**src/rtl/local_packet_injector.sv**
```systemverilog
// Phoenix LOCAL-port injector: a first-word-fall-through payload FIFO fed by the core,
// drained as header / size / payload flits under the router's credit flow control.
module local_packet_injector #(
    parameter int TAM_FLIT = 16,
    parameter int DEPTH    = 16
) (
    input  logic                    clock,
    input  logic                    reset,
    input  logic                    wr_en,
    input  logic [TAM_FLIT-1:0]     wr_data,
    output logic                    fifo_full,
    output logic [$clog2(DEPTH):0]  fifo_count,
    input  logic                    send_req,
    input  logic [TAM_FLIT-1:0]     send_target,
    input  logic [TAM_FLIT-1:0]     send_len,
    output logic                    send_ack,
    output logic                    send_err,
    output logic                    busy,
    output logic                    done,
    output logic                    tx,
    output logic [TAM_FLIT-1:0]     data_out,
    input  logic                    credit_i,
    output logic                    clock_tx
);

    localparam int          AW         = $clog2(DEPTH);
    localparam int          CW         = (TAM_FLIT > AW + 1) ? TAM_FLIT : AW + 1;
    localparam logic [AW:0] FULL_COUNT = (AW + 1)'(DEPTH);

    typedef enum logic [1:0] {IDLE, HEADER, SIZE, PAYLOAD} state_t;

    state_t              state, next_state;
    logic [TAM_FLIT-1:0] mem [DEPTH];
    logic [AW-1:0]       wr_ptr, rd_ptr;
    logic [AW:0]         count;
    logic [TAM_FLIT-1:0] target_q, len_q, remaining;
    logic                push, pop, xfer, accept, reject, finish, len_fits;

    assign clock_tx   = clock;
    assign fifo_count = count;
    assign fifo_full  = (count == FULL_COUNT);
    assign push       = wr_en && !fifo_full;
    assign len_fits   = (CW'(send_len) <= CW'(count));

    always_ff @(posedge clock or negedge reset) begin
        if (!reset) state <= IDLE;
        else        state <= next_state;
    end

    // NOTE: every signal gets a default before the case so no path leaves it unassigned (no latch).
    always_comb begin
        next_state = state;
        accept     = 1'b0;
        reject     = 1'b0;
        finish     = 1'b0;
        pop        = 1'b0;
        tx         = 1'b0;
        busy       = 1'b0;
        data_out   = '0;
        xfer       = (state != IDLE) && credit_i;
        case (state)
            IDLE: begin
                if (send_req) begin
                    if (len_fits) begin
                        accept     = 1'b1;
                        next_state = HEADER;
                    end else begin
                        reject = 1'b1;
                    end
                end
            end
            HEADER: begin
                tx       = 1'b1;
                busy     = 1'b1;
                data_out = target_q;
                if (xfer) next_state = SIZE;
            end
            SIZE: begin
                tx       = 1'b1;
                busy     = 1'b1;
                data_out = len_q;
                if (xfer) begin
                    if (len_q != '0) begin
                        next_state = PAYLOAD;
                    end else begin
                        next_state = IDLE;
                        finish     = 1'b1;
                    end
                end
            end
            PAYLOAD: begin
                tx       = 1'b1;
                busy     = 1'b1;
                data_out = mem[rd_ptr];
                if (xfer) begin
                    pop = 1'b1;
                    if (remaining == TAM_FLIT'(1)) begin
                        next_state = IDLE;
                        finish     = 1'b1;
                    end
                end
            end
            default: next_state = IDLE;
        endcase
    end

    // NOTE: the storage array has no reset; only pointers and count define its valid contents.
    always_ff @(posedge clock) begin
        if (push) mem[wr_ptr] <= wr_data;
    end

    always_ff @(posedge clock or negedge reset) begin
        if (!reset) begin
            wr_ptr    <= '0;
            rd_ptr    <= '0;
            count     <= '0;
            target_q  <= '0;
            len_q     <= '0;
            remaining <= '0;
            send_ack  <= 1'b0;
            send_err  <= 1'b0;
            done      <= 1'b0;
        end else begin
            if (push) wr_ptr <= wr_ptr + 1'b1;
            if (pop)  rd_ptr <= rd_ptr + 1'b1;
            case ({push, pop})
                2'b10:   count <= count + 1'b1;
                2'b01:   count <= count - 1'b1;
                default: ;
            endcase
            // Packet length is frozen at acceptance; later core writes never extend it.
            if (accept) begin
                target_q  <= send_target;
                len_q     <= send_len;
                remaining <= send_len;
            end else if (pop) begin
                remaining <= remaining - 1'b1;
            end
            send_ack <= accept;
            send_err <= reject;
            done     <= finish;
        end
    end

endmodule
```
**config.mk**
```make
export PLATFORM = sky130hd
export DESIGN_NAME = local_packet_injector
export DESIGN_NICKNAME = d
export VERILOG_FILES = /design/src/rtl/local_packet_injector.sv
export SDC_FILE = /design/constraint.sdc
export NUM_CORES = 1
export LEC_CHECK = 0
export CAP_MARGIN = 20
export CORE_ASPECT_RATIO = 0.7
export CORE_UTILIZATION = 45
export CTS_BUF_LIST = sky130_fd_sc_hd__clkbuf_8
export CTS_CLUSTER_SIZE = 40
export DETAILED_ROUTE_END_ITERATION = 12
export SLEW_MARGIN = 20
export SYNTH_ARGS = -nofsm -noshare
export SYNTH_HDL_FRONTEND = slang
export SYNTH_SLANG_ARGS = --single-unit
export TNS_END_PERCENT = 50
```
**constraint.sdc**
```tcl
create_clock -name clock -period 4.8 [get_ports clock]
set_input_delay 0.48 -clock clock [delete_from_list [all_inputs] [get_ports clock]]
set_output_delay 0.48 -clock clock [all_outputs]
set_load 0.03 [all_outputs]
```
==> flow_metrics.env, run 1 <==
export IMPL_drt_via_density=5.72
export IMPL_area_growth_synth_to_final_pct=17.8
export IMPL_gpl_final_weighted_congestion=0.819
export IMPL_share_clk_of_total_power_pct=26.9
export IMPL_ys_flop_type="sky130_fd_sc_hd__edfxtp_1"
export IMPL_power_density_mw_per_mm2=538
export IMPL_synth_top_family_by_area="multiplexers"
export IMPL_placed_instance_count=1173
export IMPL_dieWidth_um=206
export IMPL_critPathCaptureType="output pin"
export IMPL_synthesis_area_mm2=0.0131
export IMPL_worst_clock_skew_ns=0.0208
export IMPL_crit_required_ns=4.32
export IMPL_post_cts_resized_instances=0
export IMPL_ys_ff_latch=322
export IMPL_ctsHoldBuffers=0
export IMPL_clk_insertion_delay_late_ns=0.68
export IMPL_max_slew_margin_pct=25.7
export IMPL_count_of_placed_standard_cells_in_the_final_layout_fillers_left_out=1269
export IMPL_hold_viol=8
export IMPL_period_share_pct=89.6
export IMPL_count_of_max_cap_constraint_violations=0
export IMPL_p_switching_uw=2670
export IMPL_critical_path_max_fanout=16
export IMPL_grt_max_degree=67
export IMPL_via_count_of_the_first_global_routing_pass=7551
export IMPL_critPathLaunchType="register"
export IMPL_finalSetupTns_ns=0
export IMPL_post_cts_setup_buffer_count=0
export IMPL_io_pin_count=81
export IMPL_dp_wirelength_um=19900
export IMPL_ant_nets=0
export IMPL_final_hold_worst_slack_ns=-0.0197
export IMPL_layout_min_cycle_time_ns=4.30
export IMPL_layout_drive_gt1_share_pct=22.2
export IMPL_dieHeight_um=145
export IMPL_internal_power_uw=5620
export IMPL_syn_area_per_cell_um2=17.9
export IMPL_power_share_of_the_sequential_group_pct=44.0
export IMPL_synth_adder_area_share_pct=1.68
export IMPL_first_iter_violations=590
export IMPL_gr_usage_all_layers_pct=21.2
export IMPL_async_reset_ff_share_pct=20.5
export IMPL_setup_repair_after_global_routing_missed_its_margin="false"
export IMPL_synth_nets=800
export IMPL_simple_gate_area_share_of_the_yosys_netlist_pct=4.79
export IMPL_number_of_antenna_violations_at_the_first_check_in_global_routing=1
export IMPL_proportion_of_synthesized_area_in_mux_cells_pct=13.1
export IMPL_fmaxAchievable_mhz=233
export IMPL_coreArea_mm2=0.0282
export IMPL_p_comb_share_pct=29.2
export IMPL_post_synth_num_cell_types=53
export IMPL_grt_pass1_wl_um=45500
export IMPL_static_leakage_power_uw=0.00544
export IMPL_drt_first_pass_iters=5
export IMPL_routedWlPerCell_um=23.5
export IMPL_worstHoldPathType="primary input to asynchronous set/reset pin"
export IMPL_violations="hold timing"
export IMPL_outcome="finished, violations left"
export IMPL_rows=51
export IMPL_setup_viol=0
export IMPL_post_route_drc_count=0
export IMPL_seq_area_frac_synth_pct=71.4
export IMPL_number_of_synthesis_warnings=0
export IMPL_finalNetCount=926
export IMPL_tritoncts_clock_tree="yes"
export IMPL_path_clk_slew_ns=0.06
export IMPL_xor_xnor_cell_area_share_of_the_yosys_netlist_pct=0.870
export IMPL_synth_edff_count=256
export IMPL_post_synthesis_cell_count=730
export IMPL_globalRoute_totalOverflow=0
export IMPL_vias=7258
export IMPL_critPathArrivalTime_ns=3.82
export IMPL_worst_ir_drop_vdd_v=0.000282
export IMPL_area_enclosed_by_the_die_boundary_mm2=0.0298
export IMPL_report_final_slew_viol_count=0
export IMPL_placement_io_buffers=80
export IMPL_worst_slew_pin_slew_ns=1.11
export IMPL_critPathKind="register to output pin"
export IMPL_netSwitchingFraction_pct=32.2
export IMPL_start_util_pct=46.4
export IMPL_synth_compound_area_share_pct=6.23
export IMPL_routed_wirelength_um=29800
per-layer routing:
layer	part of all wire [%]	wire length [um]	GRT usage (%)
met4	1.7	515	6.81
met2	45	13300	31.1
met5	0	0	0
met1	48	14200	32.1
met3	6.0	1780	3.85
state kept, by name, summed over array words and instances, names as in the netlist, 2 cells and up:
| signal | flops |
|---|---|
| target_q | 16 |
| fifo_count | 5 |
| wr_ptr | 4 |
| mem | 256 |
| len_q | 16 |
| remaining | 16 |
| rd_ptr | 4 |
| state | 2 |
power groups by stage:
stage	clock network (uW)	registers, uW	logic (uW)
4_1_cts	2290	3650	2440
6_report	2230	3650	2420
3_5_place_dp	34.7	3710	2440
2_1_floorplan	31.2	3590	1720
5_1_grt	2400	3680	2610
3_3_place_gp	34.7	3680	2390
Yosys cell counts (all sizes together) (5+ instances only):
master  instances  share of area [%]
dfrtp          66                 13
a22oi          16               0.92
a22o           17                1.1
and2           13               0.62
nor2b           5               0.24
clkbuf         18               0.52
ha             16                1.5
nor3           14               0.62
buf            22               0.92
mux2           22                1.9
inv            19               0.55
nor4            9               0.55
nand3           5               0.19
nand2          24               0.69
a21oi           8               0.31
mux4           64                 11
a221oi         16                1.4
nor2           33               0.95
edfxtp        256                 59
o21ai          29                1.1
a31oi           9               0.43
xnor2          11               0.74
layout make-up:
| cell class | count | area (um2) |
|---|---|---|
| well taps | 371 | 464 |
| repair buffers | 111 | 1040 |
| flip-flops and latches | 322 | 9340 |
| multi-input cells | 349 | 3510 |
| clock buffers | 55 | 753 |
| inverters | 19 | 71.3 |
| diodes | 1 | 2.50 |
| clock inverters | 41 | 219 |
| fillers | 2223 | 12800 |
final timing paths:
check	from	to	slack, ns	cells after the start
max	rd_ptr[0]$_DFFE_PN0P_	data_out[2]	0.50	7
min	reset	fifo_count[2]$_DFFE_PN0P_	-0.02	2
max reg2reg	fifo_count[0]$_DFFE_PN0P_	mem[8][10]$_DFFE_PP_	1.77	6
min reg2reg	target_q[3]$_DFFE_PN0P_	target_q[3]$_DFFE_PN0P_	0.49	1
max in group asynchronous	reset	rd_ptr[0]$_DFFE_PN0P_	4.14	2
min in group clock	send_target[3]	target_q[3]$_DFFE_PN0P_	0.40	2
cell families after synthesis:
family	after synthesis
AOI/OAI and AO/OA	110
xor gates and xnor gates	13
adders and majority gates	17
buffers and inverters	59
DFF	322
muxes	88
and+or+nand+nor	121
critical path, cell delays in order, from the launching register on:
cell and delay (ns):
sky130_fd_sc_hd__dfrtp_4 0.63, sky130_fd_sc_hd__buf_4 0.37, sky130_fd_sc_hd__buf_4 0.39, sky130_fd_sc_hd__mux4_2 0.54, sky130_fd_sc_hd__a22o_1 0.24, sky130_fd_sc_hd__a221oi_2 0.18
sky130_fd_sc_hd__o21ai_1 0.13, sky130_fd_sc_hd__clkdlybuf4s50_1 0.64
cell usage in the layout, fill, tap and decap left out, types with 8 or more instances in the layout:
master,count
sky130_fd_sc_hd__a22oi_1,16
sky130_fd_sc_hd__o21ai_1,14
sky130_fd_sc_hd__mux4_2,64
sky130_fd_sc_hd__and2_1,13
sky130_fd_sc_hd__buf_4,31
sky130_fd_sc_hd__a21oi_1,8
sky130_fd_sc_hd__a31oi_1,9
sky130_fd_sc_hd__dfrtp_1,64
sky130_fd_sc_hd__xnor2_1,11
sky130_fd_sc_hd__inv_1,33
sky130_fd_sc_hd__clkbuf_8,54
sky130_fd_sc_hd__edfxtp_1,256
sky130_fd_sc_hd__a221oi_1,10
sky130_fd_sc_hd__nor2_1,32
sky130_fd_sc_hd__o21ai_0,15
sky130_fd_sc_hd__a22o_1,17
sky130_fd_sc_hd__nor3_1,9
sky130_fd_sc_hd__clkdlybuf4s50_1,79
sky130_fd_sc_hd__mux2_2,18
sky130_fd_sc_hd__nor4_1,8
sky130_fd_sc_hd__nand2_1,24
sky130_fd_sc_hd__ha_1,16
sky130_fd_sc_hd__clkinv_1,16
per-stage QoR:
stage               total power, uW  util (%)  area, um2  setup WS [ns]
floorplan                      5340         -      13100           1.57
global placement               6100      51.2      14400           1.15
detailed placement             6180      51.2      14400           1.12
CTS                            8380      54.6      15400          0.388
global route                   8690      54.6      15400          0.235
finish                         8290      54.6      15400          0.499
Note: power is estimated with default switching activity, not from simulation.
==> inputs of run 2 (changes only) <==
- CTS_CLUSTER_SIZE: 40 -> 10
==> flow_metrics.env, run 2 (synthesis gave the netlist of run 1 again) <==
export IMPL_outcome="finished, violations left"
export IMPL_violations="hold timing"
export IMPL_reg2reg_depth=12
export IMPL_critPathMostFrequentCell="sky130_fd_sc_hd__buf_4"
export IMPL_worst_slew_pin_slew_ns=1.09
export IMPL_critPathKind="register to output pin"
export IMPL_dieWidth_um=206
export IMPL_critPathLaunchType="register"
export IMPL_critical_path_top_delay_family="buffers and inverters"
export IMPL_crit_reg2reg_capture="fifo_count[4]$_DFFE_PN0P_"
export IMPL_tritoncts_clock_tree="yes"
export IMPL_vias=7260
export IMPL_finalNetCount=926
export IMPL_setup_reg_to_reg_worst_slack_ns=1.74
export IMPL_path_clk_slew_ns=0.06
export IMPL_count_of_max_cap_constraint_violations=0
export IMPL_r2r_start="fifo_count[0]$_DFFE_PN0P_"
export IMPL_area_growth_synth_to_final_pct=17.8
export IMPL_fmaxAchievable_mhz=233
export IMPL_crit_required_ns=4.32
export IMPL_hold_viol=9
export IMPL_gr_usage_all_layers_pct=21.2
export IMPL_report_final_slew_viol_count=0
export IMPL_ant_nets=0
export IMPL_largest_reg_flops=256
export IMPL_worst_clock_skew_ns=0.0176
export IMPL_cpMaxStageDelayCell="sky130_fd_sc_hd__clkdlybuf4s50_1"
export IMPL_post_route_drc_count=0
export IMPL_drt_first_pass_iters=6
export IMPL_critPathArrivalTime_ns=3.81
export IMPL_layout_drive_gt1_share_pct=22.3
export IMPL_cp_buffers_inverters=3
export IMPL_critPathCaptureType="output pin"
export IMPL_clk_insertion_delay_late_ns=0.68
export IMPL_dp_wirelength_um=19900
export IMPL_final_hold_worst_slack_ns=-0.0186
export IMPL_layout_min_cycle_time_ns=4.29
export IMPL_first_iter_violations=656
export IMPL_fillers=2220
export IMPL_area_enclosed_by_the_die_boundary_mm2=0.0298
export IMPL_rows=51
export IMPL_drt_via_density=5.72
export IMPL_post_cts_resized_instances=0
export IMPL_coreArea_mm2=0.0282
export IMPL_post_cts_setup_buffer_count=0
export IMPL_routedWlPerCell_um=23.6
export IMPL_worst_ir_drop_vdd_v=0.000290
export IMPL_timing_critical_path_slowest_cell_delay_ns=0.64
export IMPL_max_slew_margin_pct=27.2
export IMPL_critical_path_cell_chain="buf_4 > buf_4 > mux4_2 > a22o_1 > a221oi_2 > o21ai_1 > clkdlybuf4s50_1"
export IMPL_number_of_antenna_violations_at_the_first_check_in_global_routing=1
export IMPL_top_register="mem"
export IMPL_grt_max_degree=67
export IMPL_total_power_uw=8300
export IMPL_gpl_final_weighted_congestion=0.819
export IMPL_placement_io_buffers=80
export IMPL_routed_wirelength_um=29900
export IMPL_dieHeight_um=145
export IMPL_ctsHoldBuffers=0
export IMPL_via_count_of_the_first_global_routing_pass=7572
export IMPL_setup_viol=0
export IMPL_grt_pass1_wl_um=45500
export IMPL_static_leakage_power_uw=0.00544
export IMPL_most_frequent_standard_cell_in_the_layout_excluding_fill_and_tap_cells="sky130_fd_sc_hd__edfxtp_1"
export IMPL_start_util_pct=46.4
export IMPL_globalRoute_totalOverflow=0
export IMPL_io_pin_count=81
export IMPL_power_density_mw_per_mm2=539
export IMPL_setup_repair_after_global_routing_missed_its_margin="false"
export IMPL_critical_path_max_fanout=16
export IMPL_worstHoldPathType="primary input to asynchronous set/reset pin"
export IMPL_mostFrequentLayoutCells="sky130_fd_sc_hd__edfxtp_1 (256), sky130_fd_sc_hd__clkdlybuf4s50_1 (79), sky130_fd_sc_hd__mux4_2 (64), sky130_fd_sc_hd__dfrtp_1 (64), sky130_fd_sc_hd__clkbuf_8 (54)"
export IMPL_period_share_pct=89.3
export IMPL_finalSetupTns_ns=0
-- run 2: worst max path at each step --
stage                                          from                   endpoint  slack (ns)  cells after the start
final                         rd_ptr[0]$_DFFE_PN0P_                data_out[2]        0.51                      7
after global routing          rd_ptr[0]$_DFFE_PN0P_                data_out[2]        0.24                      7
after CTS                     rd_ptr[0]$_DFFE_PN0P_                data_out[2]        0.39                      7
after detailed placement      rd_ptr[0]$_DFFE_PN0P_                data_out[2]        1.12                      7
after global placement        rd_ptr[0]$_DFFE_PN0P_                data_out[2]        1.15                      7
after floorplan           fifo_count[0]$_DFFE_PN0P_  fifo_count[4]$_DFFE_PN0P_        1.57                     13
-- run 2: power breakdown --
group	internal [uW]	leakage (uW)	switching, uW
registers	3360	0.00319	286
logic	1090	0.00170	1320
clock network	1160	0.000555	1070
total	5620	0.00544	2680
-- run 2: layout make-up --
class / count / area, um2 / area share [%]
Sequential cell: 322 / 9340 / 60.6
Multi-Input combinational cell: 349 / 3510 / 22.8
Timing Repair Buffer: 111 / 1040 / 6.74
Clock buffer: 55 / 753 / 4.89
Tap cell: 371 / 464 / 3.01
Clock inverter: 41 / 220 / 1.43
Inverter: 19 / 71.3 / 0.463
Antenna cell: 1 / 2.50 / 0.0162
-- run 2: per-stage QoR --
| step | cell area [um2] | worst slack (ns) | instances | utilization [%] |
|---|---|---|---|---|
| 2_1_floorplan | 13100 | 1.57 | 730 | - |
| 3_3_place_gp | 14400 | 1.15 | 1173 | 51.2 |
| 3_5_place_dp | 14400 | 1.12 | 1173 | 51.2 |
| 4_1_cts | 15400 | 0.389 | 1268 | 54.6 |
| 5_1_grt | 15400 | 0.235 | 1268 | 54.6 |
| 6_report | 15400 | 0.513 | 1269 | 54.6 |
-- run 2: layer usage --
layer,global-route usage [%],routed length (um),vias to the layer above
met1,32.1,14500,3815
met5,0,0,-
met2,31.1,13200,209
met3,3.81,1610,42
li1,-,-,3194
met4,6.97,567,0
==> patch, RTL diff (settings of run 2) <==
Encoding of `state_t`: now one-hot (4 bits for 4 states).
--- a/src/rtl/local_packet_injector.sv
+++ b/src/rtl/local_packet_injector.sv
@@ -29,3 +29,3 @@
 
-    typedef enum logic [1:0] {IDLE, HEADER, SIZE, PAYLOAD} state_t;
+    typedef enum logic [3:0] {IDLE = 4'b0001, HEADER = 4'b0010, SIZE = 4'b0100, PAYLOAD = 4'b1000} state_t;
 
Formal check against the unedited RTL: no difference found for any inputs over 4 cycles, from zero or initial values and one cycle with reset low; so few cycles prove little.
==> patch against run 2 <==
  * Wire length up 6.3%
  * Area after synthesis up 3.3%
  * Critical path depth down 3
  * Sequential cell count up 2
  * Sequential share of layout area down 0.91 points
  * Worst setup slack better by 0.31 ns
  * Non-clock buffer count down 4
  * Die area up 3.2%
  * Count of clock-buffer cells in the layout down 2
  * Cell area up 2.1%
  * Highest routed layer unchanged
Power is not compared: it rests on default switching activity, and its combinational part moved more than twofold at a synthesized area within 25%.
==> patch: results (changes against run 2) <==
| Metric | Value |
|---|---|
| Largest net degree at the start of global routing | 40 (-40%) |
| # setup viols final | 0 (unchanged) |
| Worst path arrival time | 3.50 ns (-0.31 ns) |
| Global-route wire length before repair | 48000 µm (+5.5%) |
| Biggest register | mem |
| Top cells by area, synth | edfxtp_1, dfrtp_1, mux4_2 |
| Max VDD drop | 0.205 mV |
| Ant diodes | 0 (-1) |
| FILL cells | 2291 (+3.2%) |
| Hold Crit Class | input port to flip-flop |
| EDFF count, synth | 256 (unchanged) |
| Post-DP HPWL | 19600 µm (-1.5%) |
| Max reg flops | 256 (unchanged) |
| Worst Clk Skew | 0.0140 ns (-0.00359 ns) |
| Post-Syn Nets | 836 (+4.5%) |
| Cts hold-fix bufs | 1 (+1) |
| Initial DRT Pass Iterations | 5 (-1) |
| Vias in the first global route | 7801 (+3.0%) |
| MaxCap Viol Count | 0 (unchanged) |
| Antenna violations before repair | 0 (-1) |
| Status | complete, no violations |
| Share of cells above drive strength 1 | 21.5% (-0.77 points) |
| Sequential share of the synthesized area | 69.5% (-1.9 points) |
| Final Net Count | 953 (+2.9%) |
| Worst Tran Pin Value | 0.925 ns (-0.166 ns) |
| Distinct cells, synth | 60 (+13%) |
| First DRT Iteration DRCs | 575 (-12%) |
| Vias | 7508 (+3.4%) |
| GR Util All Layers | 21.6% (+0.45 points) |
| Routed len/inst | 24.5 µm (+3.9%) |
| Placer congestion estimate | 0.799 (-2.4%) |
| Async set or reset register ratio after synthesis | 21.0% (+0.49 points) |
| Buffers on Ports | 80 (unchanged) |
| Static leakage power | 5.47 nW |
| Post-synth top cells | edfxtp_1, dfrtp_1, mux4_2, nand2_1, nor2_1 |
| R2r setup slk | 1.23 ns (-0.51 ns) |
| Top FF cell, synth | edfxtp_1 |
| Post-CTS setup buffers | 0 (unchanged) |
| CP Max Fanout | 16 (unchanged) |
| Total grt overflow | 0 (unchanged) |
| Clock Latency Late Sink | 0.68 ns (about the same) |
| Yosys warnings | 0 (unchanged) |
| Post-cts resize count | 0 (unchanged) |
| Clock transition at path regs | 0.07 ns |
[patch: cell types whose count changed after synthesis, sizes merged, moves of 4 or more]
cell	before	now
or3	0	6
or4	1	5
mux2	22	26
inv	19	15
nand2	24	47
nor2	33	26
a221oi	16	0
a31oi	9	1
o21ai	29	13
mux2i	2	17
o211ai	2	20
[patch: kinds of logic after synthesis]
group,Yosys count,synth area share (%)
xor gates and xnor gates,14,0.907
muxes,107,14.6
and+or+nand+nor,155,6.24
DFF,324,69.5
adders and majority gates,17,1.63
AOI/OAI and AO/OA,90,4.81
buffers and inverters,59,2.27
[patch: worst paths after layout]
path | startpoint | endpoint | depth (start not counted)
worst min-delay path | send_target[2] | target_q[2] | 2
worst min register to register | target_q[5] | target_q[5] | 1
worst max register to register | state[2] | fifo_count[4] | 11
max in group asynchronous | reset | rd_ptr[0] | 3
worst max-delay path | state[2] | data_out[5] | 4
min in group asynchronous | reset | fifo_count[4] | 2
[patch: area by class of cell]
cell class                 count  share of cell area [%]
clock buffer                  53                    4.61
sequential                   324                    59.7
timing repair buffer         107                    6.51
multi-input combinational    383                    24.4
clock inverter                37                    1.31
tap                          378                    3.01
inverter                      16                   0.414
[patch: worst max-delay path, stage by stage, from the launching register on]
cell             delay [ns]
dfrtp_1                0.50
nor4b_4                0.51
nand2_1                0.60
o211ai_1               0.47
clkdlybuf4s50_1        0.74
[patch: report_power, final]
part / leakage [nW] / internal (mW) / switching (mW)
logic: 1.70 / 0.259 / 0.454
clock network: 0.538 / 1.12 / 1.06
registers: 3.23 / 3.29 / 0.103
total: 5.47 / 4.67 / 1.61
[patch: stage by stage]
stage / instances / hold WS (ns) / cell area (µm²) / setup WS, ns / util, %
after CTS: 1298 / 0.376 / 15700 / 0.729 / 53.8
after global placement: 1208 / 0.498 / 14800 / 1.33 / 50.7
after floorplan: 766 / 0.184 / 13500 / 1.52 / -
after global routing: 1298 / 0.391 / 15700 / 0.572 / 53.8
final: 1298 / 0.423 / 15700 / 0.820 / 53.8
after detailed placement: 1208 / 0.499 / 14800 / 1.21 / 50.7
[patch: layer usage]
metal	track usage, %	share of wire [%]	vias up
li1	-	-	3270
met1	32.0	47	3945
met2	31.4	44	230
met3	4.81	6.2	63
met4	8.01	2.4	0
met5	0	0	-
